[src/rtl/clock_works_if.sv]
// clock_works_if
//   Carries the generated system clock and system reset from the clock/reset
//   root out to the rest of the SoC.
//   clk    divided system clock
//   rst_n  active-low system reset, released aligned to a falling edge of clk
//   master: driven by clock_works; slave: downstream consumers.
interface clock_works_if;
    logic clk;
    logic rst_n;

    modport master (output clk, output rst_n);
    modport slave  (input  clk, input  rst_n);
endinterface

[src/rtl/clock_works.sv]
// clock_works
//   Clock/reset root of the SoC. Divides the board clock CLK by 2^(SLOW+1)
//   into a 50% duty system clock, and builds a clean active-low system reset
//   that asserts asynchronously with RESET and releases on the first falling
//   edge of the system clock after RESET has been synchronized.
// Ports
//   CLK    in   board clock, only clock domain of this block
//   RESET  in   board reset, asynchronous, active-low
//   sys    master modport: sys.clk (divided clock), sys.rst_n (system reset)
// Parameters
//   SLOW      divider exponent (>=0); sys.clk = CLK / 2^(SLOW+1)
//   SYNC_LEN  flops in the RESET release synchronizer (>=2)
module clock_works #(
    parameter int SLOW     = 22,
    parameter int SYNC_LEN = 2
) (
    input  logic          CLK,
    input  logic          RESET,
    clock_works_if.master sys
);

    logic [SYNC_LEN-1:0] sync_q;
    logic                sync_ok;
    logic [SLOW:0]       cnt;
    logic                rst_q;

    // Release synchronizer: a RESET pulse of any width clears it at once,
    // release only propagates after SYNC_LEN CLK edges.
    always_ff @(posedge CLK or negedge RESET) begin
        if (!RESET) begin
            sync_q <= '0;
        end else begin
            sync_q <= {sync_q[SYNC_LEN-2:0], 1'b1};
        end
    end

    assign sync_ok = sync_q[SYNC_LEN-1];

    always_ff @(posedge CLK or negedge RESET) begin
        if (!RESET) begin
            cnt <= '0;
        end else if (!sync_ok) begin
            cnt <= '0;
        end else begin
            cnt <= cnt + 1'b1;
        end
    end

    // The counter only leaves zero after sync_ok, so the first all-ones value
    // marks the end of the first full clk period. Releasing here lands on a
    // clk falling edge, so downstream flops get half a period of setup and
    // have already seen one clk rising edge with rst_n low.
    always_ff @(posedge CLK or negedge RESET) begin
        if (!RESET) begin
            rst_q <= 1'b0;
        end else if (sync_ok && (&cnt)) begin
            rst_q <= 1'b1;
        end
    end

    // Taken straight from flop outputs so neither output can glitch.
    assign sys.clk   = cnt[SLOW];
    assign sys.rst_n = rst_q;

endmodule

[src/flat_wrapper.sv]
// flat-port wrapper written by rule: the top's interface ports become plain ports
module clock_works_flat 
#(
    parameter int SLOW     = 22,
    parameter int SYNC_LEN = 2
)
  (CLK, RESET, sys_clk, sys_rst_n);
  clock_works_if sys_i ();
  input  logic CLK;
  input  logic RESET;
  output wire logic [$bits(sys_i.clk)-1:0] sys_clk;
  output wire logic [$bits(sys_i.rst_n)-1:0] sys_rst_n;
  assign sys_clk = sys_i.clk;
  assign sys_rst_n = sys_i.rst_n;
  clock_works #(.SLOW(SLOW), .SYNC_LEN(SYNC_LEN)) u_core (.CLK(CLK), .RESET(RESET), .sys(sys_i));
endmodule
[config.mk]
export PLATFORM = sky130hd
export DESIGN_NAME = clock_works_flat
export DESIGN_NICKNAME = d
export VERILOG_FILES = /design/src/rtl/clock_works_if.sv /design/src/rtl/clock_works.sv /design/src/flat_wrapper.sv
export SDC_FILE = /design/constraint.sdc
export NUM_CORES = 1
export LEC_CHECK = 0
export CORE_MARGIN = 2
export CORE_UTILIZATION = 35
export DETAILED_ROUTE_END_ITERATION = 16
export SKIP_CTS_REPAIR_TIMING = 1
export SLEW_MARGIN = 20
export SYNTH_ARGS = -nofsm -noshare
export SYNTH_HDL_FRONTEND = slang
export SYNTH_SLANG_ARGS = --single-unit
[constraint.sdc]
create_clock -name CLK -period 4.8 [get_ports CLK]
set_input_delay 0.48 -clock CLK [delete_from_list [all_inputs] [get_ports CLK]]
set_output_delay 0.48 -clock CLK [all_outputs]
set_load 0.01 [all_outputs]
==> results of run 1 <==
[power by group through the flow]
stage / clock network (mW) / logic, mW / registers, mW
after floorplan: 0 / 0.00520 / 0.229
after global placement: 0 / 0.0122 / 0.229
after detailed placement: 0 / 0.0122 / 0.230
after CTS: 0.118 / 0.0123 / 0.226
after global routing: 0.128 / 0.0137 / 0.226
final: 0.112 / 0.0116 / 0.226
[registers in the layout, summed over array words and instances (netlist names)]
signal / count
u_core.sys.rst_n: 1
u_core.cnt: 23
u_core.sync_q: 2
[synth_stat cells, drive strengths merged]
cell | instances | area share (%)
a21boi | 1 | 0.62
a21oi | 4 | 1.6
and2 | 2 | 1.0
and3 | 2 | 1.0
and4 | 2 | 1.4
buf | 1 | 0.92
clkbuf | 1 | 0.31
clkinv | 1 | 0.31
conb | 1 | 0.31
dfrtp | 26 | 53
ha | 1 | 1.0
inv | 2 | 0.62
mux2i | 2 | 1.6
nand2 | 6 | 1.8
nand2b | 2 | 1.0
nand3 | 8 | 3.3
nand4 | 6 | 4.1
nor2 | 15 | 4.6
nor3 | 3 | 1.2
nor3b | 1 | 0.62
nor4 | 4 | 2.1
o21a | 1 | 0.62
o21ai | 4 | 1.6
o21bai | 1 | 0.62
or3 | 4 | 2.2
or4 | 2 | 1.8
xnor2 | 9 | 6.5
xor2 | 5 | 3.6
[metrics by stage]
step	instances	area, um2	setup WS, ns	hold slack [ns]	utilization, %
after floorplan	117	1220	3.08	0.184	-
after global placement	165	1300	2.93	0.340	38.9
after detailed placement	165	1300	2.88	0.337	38.9
after CTS	169	1340	2.88	0.369	40.0
after global routing	169	1340	2.61	0.375	40.0
final	169	1340	2.90	0.365	40.0
[cell type report]
type | instances | area share, %
well taps | 46 | 4.31
repair buffers | 4 | 2.81
clock buffers | 4 | 2.72
multi-input cells | 86 | 40.6
inverters | 3 | 0.843
flip-flops and latches | 26 | 48.7
[cell families after synthesis]
family | Yosys count | synth area share (%)
DFF | 26 | 53.4
buffers and inverters | 5 | 2.16
xor gates and xnor gates | 14 | 10.1
and+or+nand+nor | 57 | 26.3
adders and majority gates | 1 | 1.03
AOI/OAI and AO/OA | 11 | 5.13
muxes | 2 | 1.64
other | 1 | 0.308
[worst max-delay path by stage]
stage / startpoint / endpoint / slack, ns / cells past startpoint
after floorplan: u_core.cnt[4]$_DFF_PN0_ / u_core.cnt[18]$_DFF_PN0_ / 3.08 / 5
after global placement: u_core.cnt[4]$_DFF_PN0_ / u_core.cnt[21]$_DFF_PN0_ / 2.93 / 4
after detailed placement: u_core.cnt[0]$_DFF_PN0_ / u_core.cnt[22]$_DFF_PN0_ / 2.88 / 5
after CTS: u_core.cnt[4]$_DFF_PN0_ / u_core.cnt[21]$_DFF_PN0_ / 2.88 / 4
after global routing: u_core.cnt[0]$_DFF_PN0_ / u_core.cnt[22]$_DFF_PN0_ / 2.61 / 5
final: u_core.cnt[4]$_DFF_PN0_ / u_core.cnt[21]$_DFF_PN0_ / 2.90 / 4
[layer usage]
metal | up-vias | wire length [um] | global-route usage [%]
met2 | 9 | 991 | 20.1
met4 | 0 | 17 | 3.33
met5 | - | 0 | 0
met1 | 422 | 1020 | 15.6
met3 | 2 | 61 | 3.60
li1 | 421 | - | -
==> run_results.csv, run 1 <==
group,metric,value,unit
floorplanning,initial_core_util,36.5,%
power_and_ir_drop,irDropWorstVdd,227,uV
power_and_ir_drop,sw_frac_of_total,22.2,%
layout,areaGrowthSynthToFinish,9.55,%
global_route,grt_start_max_net_pins,27,
clock_tree,tritoncts,"yes",
logic_synthesis,yosys_warnings,0,
clock_tree,clk_pin_slew_worst_paths,0.15,ns
logic_synthesis,syn-instance-count,117,
sta,clock_skew,0.0184,ns
layout,multiInputGateArea,542,um2
routing,route.detailed.drc,0,
routing,drt_pass1_iterations,4,
setup_path,timing.critical_path.slowest_stage_cell,"or4_4",
routing,drtIter0Drc,33,
sta,period_needed,1.90,ns
layout,final_layout_size_suffix_gt1_share,8.13,%
clock_tree,cts-root-to-sink-buffers,2,
sta,setup_violations,0,
logic_synthesis,ys_ff_latch,26,
setup_path,path_cells,"nand4_2, or4_4, or3_1, a21oi_1",
floorplanning,die_h,63.0,um
sta,setup_total_negative_slack,0,ns
clock_tree,cts_sinks,26,
layout,fillerInstances,347,
floorplanning,core_region_area,3340,um2
global_route,grt-ovfl-total,0,
global_route,grt_first_pass_wirelength,3.88,mm
routing,post_drt_via_cell_ratio,5.05,
sta,max_freq,526,MHz
global_route,grtUsageTotal,12.2,%
outcome,status,"completed",
layout,antenna-diode-count,0,
placed_design,buffer_ports.inserted,3,
clock_tree,clock_tree.htree_level_count,1,
sta,maxSlewHeadroom,63.2,%
clock_tree,cts-root-buf,"clkbuf_4",
setup_path,timing.rr.end,"u_core.cnt[21]$_DFF_PN0_",
logic_synthesis,seq_area_frac_synth,53.4,%
layout,final_net_count,127,
power_and_ir_drop,power.combinational.fraction,3.3,%
layout,final-seq-area,651,um2
logic_synthesis,syn_avg_cell_area,10.4,um2
setup_path,crit_family,"simple AND/OR/NAND/NOR gates",
hold_path,hold_path_class,"register to register",
sta,slew_viol_final,0,
power_and_ir_drop,clkPwrFrac,32.1,%
power_and_ir_drop,p_per_area,262,nW/um2
logic_synthesis,synthDistinctLibCells,30,
power_and_ir_drop,power,0.349,mW
hold_path,holdPathStages,0,
routing,via_count,854,
layout,most-common-layout-cells,"26 x dfrtp_1, 15 x nor2_1, 9 x xnor2_1",
routing,drt_wl_total,2.09,mm
power_and_ir_drop,power.leakage,0.553,nW
setup_path,critical_path.max_fanout,11,
routing,ant_nets,0,
setup_path,reg2regPathDepth,4,
setup_path,required,5.05,ns
floorplanning,die-width,63.0,um
placed_design,place.gp.congestion,0.723,
logic_synthesis,mappedNetlistNets,120,
logic_synthesis,mappedNetlistArea,1220,um2
placed_design,post-dp-hpwl,1.47,mm
global_route,initial_antenna_violation_count,0,
power_and_ir_drop,internal_power,0.272,mW
floorplanning,die_area,3970,um2
sta,hold_viol,0,
sta,setup_repair_after_global_routing_missed_its_margin,"false",
setup_path,rrSetupSlack,2.90,ns
global_route,grt_pass1_vias,849,
setup_path,cp_slowest_stage_delay,0.61,ns
clock_tree,tritoncts.num_buffers,3,
sta,final_min_period_over_clock_period,39.6,%
power_and_ir_drop,power_switching,0.0776,mW
floorplanning,core.rowCount,21,
setup_path,timing_worst_setup_path_type,"register to register",
sta,tightest_slew,0.546,ns
setup_path,arrival,2.16,ns
clock_tree,later_pin_clock_latency_in_the_skew_report,0.33,ns
layout,mostFrequentLayoutCell,"dfrtp_1",
setup_path,critical_path.endpoint_type,"register",
floorplanning,ios,4,
setup_path,launch_point_of_the_worst_reg_to_reg_path,"u_core.cnt[4]$_DFF_PN0_",
routing,detail_route.wl_per_cell,12.4,um
hold_path,min-delay-start,"u_core.sync_q[0]$_DFF_PN0_",
hold_path,hold_path_end,"u_core.sync_q[1]$_DFF_PN0_",
flow_run,cap_violations,0,
setup_path,startpoint_type,"register",
setup_path,timing.critical_path.buf_inv,0,
power_and_ir_drop,p_seq_share,64.6,%
Note: power is estimated with default switching activity, not from simulation.
==> run 2: changes to the inputs <==
Clock period 4.8 ns to 1.9 ns, I/O delays scaled along.
==> run_results.csv, run 2 (synthesis results as in run 1) <==
group,metric,value,unit
sta,slew_viol_final,0,
clock_tree,clk_pin_slew_worst_paths,0.14,ns
floorplanning,core_region_area,3340,um2
global_route,initial_antenna_violation_count,0,
placed_design,placed_instance_count,169,
setup_path,startpoint_type,"register",
outcome,status,"completed",
sta,final_min_period_over_clock_period,93.6,%
setup_path,worstSetupEndpoint,"u_core.cnt[21]$_DFF_PN0_",
setup_path,launch_point_of_the_worst_reg_to_reg_path,"u_core.cnt[5]$_DFF_PN0_",
clock_tree,cts-root-buf,"clkbuf_4",
placed_design,place.gp.congestion,0.714,
floorplanning,die_h,63.0,um
clock_tree,clock_tree.htree_level_count,1,
layout,post-route-cell-area,1400,um2
layout,most-common-layout-cells,"24 x dfrtp_1, 15 x nor2_1, 9 x xnor2_1",
layout,layoutNonFillerInstCount,173,
clock_tree,later_pin_clock_latency_in_the_skew_report,0.32,ns
placed_design,buffer_ports.inserted,3,
floorplanning,core.rowCount,21,
sta,max_freq,562,MHz
setup_path,critical_path.max_fanout,8,
layout,final_layout_size_suffix_gt1_share,13.4,%
layout,final_net_count,131,
clock_tree,cts-root-to-sink-buffers,2,
global_route,grt_start_max_net_pins,27,
layout,fillerInstances,321,
setup_path,timing.critical_path.buf_inv,0,
routing,via_count,858,
floorplanning,initial_core_util,36.5,%
setup_path,timing.rr.end,"u_core.cnt[21]$_DFF_PN0_",
floorplanning,die_area,3970,um2
routing,ant_nets,0,
sta,clock_skew,0.00814,ns
setup_path,reg2regPathDepth,4,
layout,areaGrowthSynthToFinish,14.5,%
setup_path,timing_worst_setup_path_type,"register to register",
routing,drtIter0Drc,32,
setup_path,cp_slowest_stage_delay,0.57,ns
floorplanning,die-width,63.0,um
sta,setup_total_negative_slack,0,ns
sta,period_needed,1.78,ns
routing,drt_pass1_iterations,4,
setup_path,crit_family,"simple AND/OR/NAND/NOR gates",
setup_path,arrival,2.02,ns
setup_path,crit_cells,4,
layout,antenna-diode-count,0,
floorplanning,ios,4,
hold_path,hold_path_class,"input port to asynchronous set/reset pin",
routing,post_drt_via_cell_ratio,4.96,
clock_tree,cts_sinks,26,
clock_tree,tritoncts.num_buffers,3,
setup_path,rrSetupSlack,0.12,ns
global_route,grt_first_pass_wirelength,3.62,mm
setup_path,worst_setup_path_startpoint,"u_core.cnt[5]$_DFF_PN0_",
layout,largest_register_ffs,23,
placed_design,dpl-instance-area,1330,um2
setup_path,path_cells,"nand4_4, or4_4, or3_1, a21oi_1",
global_route,grt_pass1_vias,815,
routing,route.detailed.drc,0,
setup_path,critical_path.endpoint_type,"register",
power_and_ir_drop,p_per_area,700,nW/um2
sta,finalHoldWorstSlack,0.216,ns
placed_design,post-dp-hpwl,1.46,mm
clock_tree,tritoncts,"yes",
sta,maxSlewHeadroom,64.1,%
global_route,grtUsageTotal,11.3,%
global_route,grt-ovfl-total,0,
routing,drt_wl_total,2.07,mm
flow_run,cap_violations,0,
setup_path,required,2.14,ns
routing,detail_route.wl_per_cell,11.9,um
sta,hold_viol,0,
sta,tightest_slew,0.536,ns
layout,max_flop_register,"u_core.cnt",
layout,mostFrequentLayoutCell,"dfrtp_1",
power_and_ir_drop,power.leakage,0.580,nW
setup_path,timing.critical_path.slowest_stage_cell,"or4_4",
sta,setup_violations,0,
sta,setup_repair_after_global_routing_missed_its_margin,"false",
power_and_ir_drop,irDropWorstVdd,392,uV
[run 2: changes by cell type in the layout (fill, tap and decap cells not counted), sizes merged]
cell,before,now
buf,1,5
bufinv,0,1
clkbuf,4,3
[run 2: where the power goes]
part	switching (mW)	internal (mW)
registers	0.00928	0.561
logic	0.0211	0.00934
clock network	0.163	0.213
total	0.194	0.783
[run 2: metrics by stage]
step / setup WS (ns) / utilization [%] / total power, mW
finish: 0.122 / 41.8 / 0.977
floorplan: 0.182 / - / 0.592
global route: 0.0107 / 41.8 / 1.02
global placement: 0.123 / 39.8 / 0.610
CTS: 0.0426 / 41.4 / 0.988
detailed placement: 0.0536 / 39.8 / 0.612
[run 2: layout make-up]
class	count	area (um2)	share of cell area, %
inverter	3	11.3	0.807
clock buffer	3	22.5	1.61
multi-input combinational	86	553	39.6
tap	46	57.6	4.13
timing repair buffer	8	67.6	4.84
sequential	26	653	46.8
clock inverter	1	30.0	2.15
[run 2: worst min-delay path by stage]
stage	from	end	slack, ns	cells past startpoint
finish	RESET	u_core.cnt[18]$_DFF_PN0_	0.22	2
global route	RESET	u_core.cnt[18]$_DFF_PN0_	0.24	2
CTS	RESET	u_core.cnt[18]$_DFF_PN0_	0.22	2
detailed placement	u_core.sync_q[0]$_DFF_PN0_	u_core.sync_q[1]$_DFF_PN0_	0.34	0
global placement	u_core.sync_q[0]$_DFF_PN0_	u_core.sync_q[1]$_DFF_PN0_	0.34	0
floorplan	RESET	u_core.cnt[0]$_DFF_PN0_	-0.11	0
[run 2: metal layers]
layer	part of all wire [%]	track usage [%]	wire (um)
met5	0	0	0
met4	0.53	3.33	11
met3	1.7	1.62	36
met2	50	18.5	1040
met1	47	15.4	977
==> run 3: changes to the inputs <==
Settings changed: CAP_MARGIN set to 20, CTS_CLUSTER_SIZE set to 14, DONT_BUFFER_PORTS set to 1.
==> run_results.csv, run 3 (synthesis results as in run 1) <==
group,metric,value,unit
sta,setup_total_negative_slack,0,ns
routing,post_drt_via_cell_ratio,4.98,
clock_tree,cts_sinks,26,
placed_design,placed_instance_count,166,
placed_design,buffer_ports.inserted,0,
setup_path,critical_path.max_fanout,5,
clock_tree,cts-root-to-sink-buffers,2,
sta,hold_viol,0,
sta,finalHoldWorstSlack,0.278,ns
clock_tree,cts-root-buf,"clkbuf_4",
routing,ant_nets,0,
sta,slew_viol_final,0,
floorplanning,die-width,63.0,um
setup_path,critical_path.endpoint_type,"register",
power_and_ir_drop,power.combinational.fraction,4.1,%
power_and_ir_drop,p_seq_share,57.5,%
layout,final_layout_size_suffix_gt1_share,14.1,%
routing,route.detailed.drc,0,
setup_path,required,2.14,ns
setup_path,rrSetupSlack,0.06,ns
placed_design,setup_slack_placement,0.0841,ns
sta,tightest_slew,0.541,ns
layout,layoutNonFillerInstCount,174,
power_and_ir_drop,power_switching,0.200,mW
sta,setup_violations,0,
setup_path,worst_setup_path_startpoint,"u_core.cnt[0]$_DFF_PN0_",
clock_tree,tritoncts.num_buffers,3,
placed_design,place.gp.congestion,0.741,
power_and_ir_drop,irDropWorstVdd,473,uV
layout,mostFrequentLayoutCell,"dfrtp_1",
placed_design,dpl-instance-area,1300,um2
setup_path,startpoint_type,"register",
sta,clock_skew,0.00616,ns
global_route,grt_first_pass_wirelength,3.91,mm
setup_path,worstSetupEndpoint,"u_core.cnt[19]$_DFF_PN0_",
layout,antenna-diode-count,0,
power_and_ir_drop,internal_power,0.790,mW
sta,maxSlewHeadroom,63.7,%
layout,fillerInstances,325,
global_route,grt_pass1_vias,874,
sta,period_needed,1.84,ns
routing,via_count,866,
floorplanning,core_region_area,3340,um2
hold_path,hold_path_class,"input port to asynchronous set/reset pin",
global_route,grt_start_max_net_pins,27,
routing,drtIter0Drc,15,
layout,fin_util,42.0,%
sta,max_freq,544,MHz
global_route,grt-ovfl-total,0,
routing,drt_pass1_iterations,4,
global_route,grtUsageTotal,12.2,%
power_and_ir_drop,power.leakage,0.590,nW
layout,max_flop_register,"u_core.cnt",
sta,final_critical_path_setup_slack,0.0634,ns
layout,final_net_count,132,
placed_design,post-dp-hpwl,1.52,mm
clock_tree,later_pin_clock_latency_in_the_skew_report,0.32,ns
sta,final_min_period_over_clock_period,96.7,%
clock_tree,tritoncts,"yes",
setup_path,launch_point_of_the_worst_reg_to_reg_path,"u_core.cnt[0]$_DFF_PN0_",
layout,largest_register_ffs,23,
flow_run,cap_violations,0,
setup_path,timing.rr.end,"u_core.cnt[19]$_DFF_PN0_",
floorplanning,initial_core_util,36.5,%
setup_path,reg2regPathDepth,5,
setup_path,arrival,2.08,ns
global_route,initial_antenna_violation_count,0,
floorplanning,die_h,63.0,um
clock_tree,clock_tree.htree_level_count,1,
layout,areaGrowthSynthToFinish,15.1,%
power_and_ir_drop,p_per_area,705,nW/um2
floorplanning,ios,4,
floorplanning,die_area,3970,um2
routing,drt_wl_total,2.27,mm
layout,post-route-cell-area,1400,um2
power_and_ir_drop,sw_frac_of_total,20.2,%
floorplanning,core.rowCount,21,
routing,detail_route.wl_per_cell,13.0,um
outcome,status,"completed",
power_and_ir_drop,clkPwrFrac,38.4,%
layout,most-common-layout-cells,"26 x dfrtp_1, 15 x nor2_1, 9 x xnor2_1",
clock_tree,clk_pin_slew_worst_paths,0.15,ns
setup_path,timing_worst_setup_path_type,"register to register",
power_and_ir_drop,power,0.989,mW
## run 3: final cells by class
class | instances | area (um2) | area share [%]
Tap cell | 46 | 57.6 | 4.10
Timing Repair Buffer | 9 | 82.6 | 5.89
Clock buffer | 3 | 22.5 | 1.61
Sequential cell | 26 | 651 | 46.4
Inverter | 3 | 11.3 | 0.803
Clock inverter | 1 | 30.0 | 2.14
Multi-Input combinational cell | 86 | 548 | 39.1
## run 3: power groups by stage
stage                     sequential (mW)  combinational, mW  clock, mW
after CTS                           0.571             0.0162      0.397
after global placement              0.580             0.0159          0
after detailed placement            0.581             0.0162          0
final                               0.568             0.0408      0.380
after floorplan                     0.579             0.0131          0
after global routing                0.570             0.0470      0.418
## run 3: worst min path at each step
stage	from	to	slack [ns]	cells past startpoint
final	RESET	u_core.cnt[18]$_DFF_PN0_	0.28	2
after global routing	RESET	u_core.cnt[18]$_DFF_PN0_	0.28	2
after CTS	RESET	u_core.cnt[21]$_DFF_PN0_	-0.48	0
after detailed placement	RESET	u_core.cnt[12]$_DFF_PN0_	-0.10	0
after global placement	RESET	u_core.cnt[12]$_DFF_PN0_	-0.10	0
after floorplan	RESET	u_core.cnt[0]$_DFF_PN0_	-0.11	0
## run 3: critical path, stage by stage, from the launching register on
cell and delay, ns:
dfrtp_1 0.42, buf_4 0.13, nand4_2 0.11, or4_4 0.58, or3_1 0.37, a21oi_1 0.15
## run 3: routing by layer
layer	track usage, %	up-vias	part of all wire (%)	wire length (um)
met1	16.5	425	48	1090
li1	-	427	-	-
met5	0	-	0	0
met3	1.80	2	1.7	39
met4	5.28	0	0.75	17
met2	19.5	12	49	1120
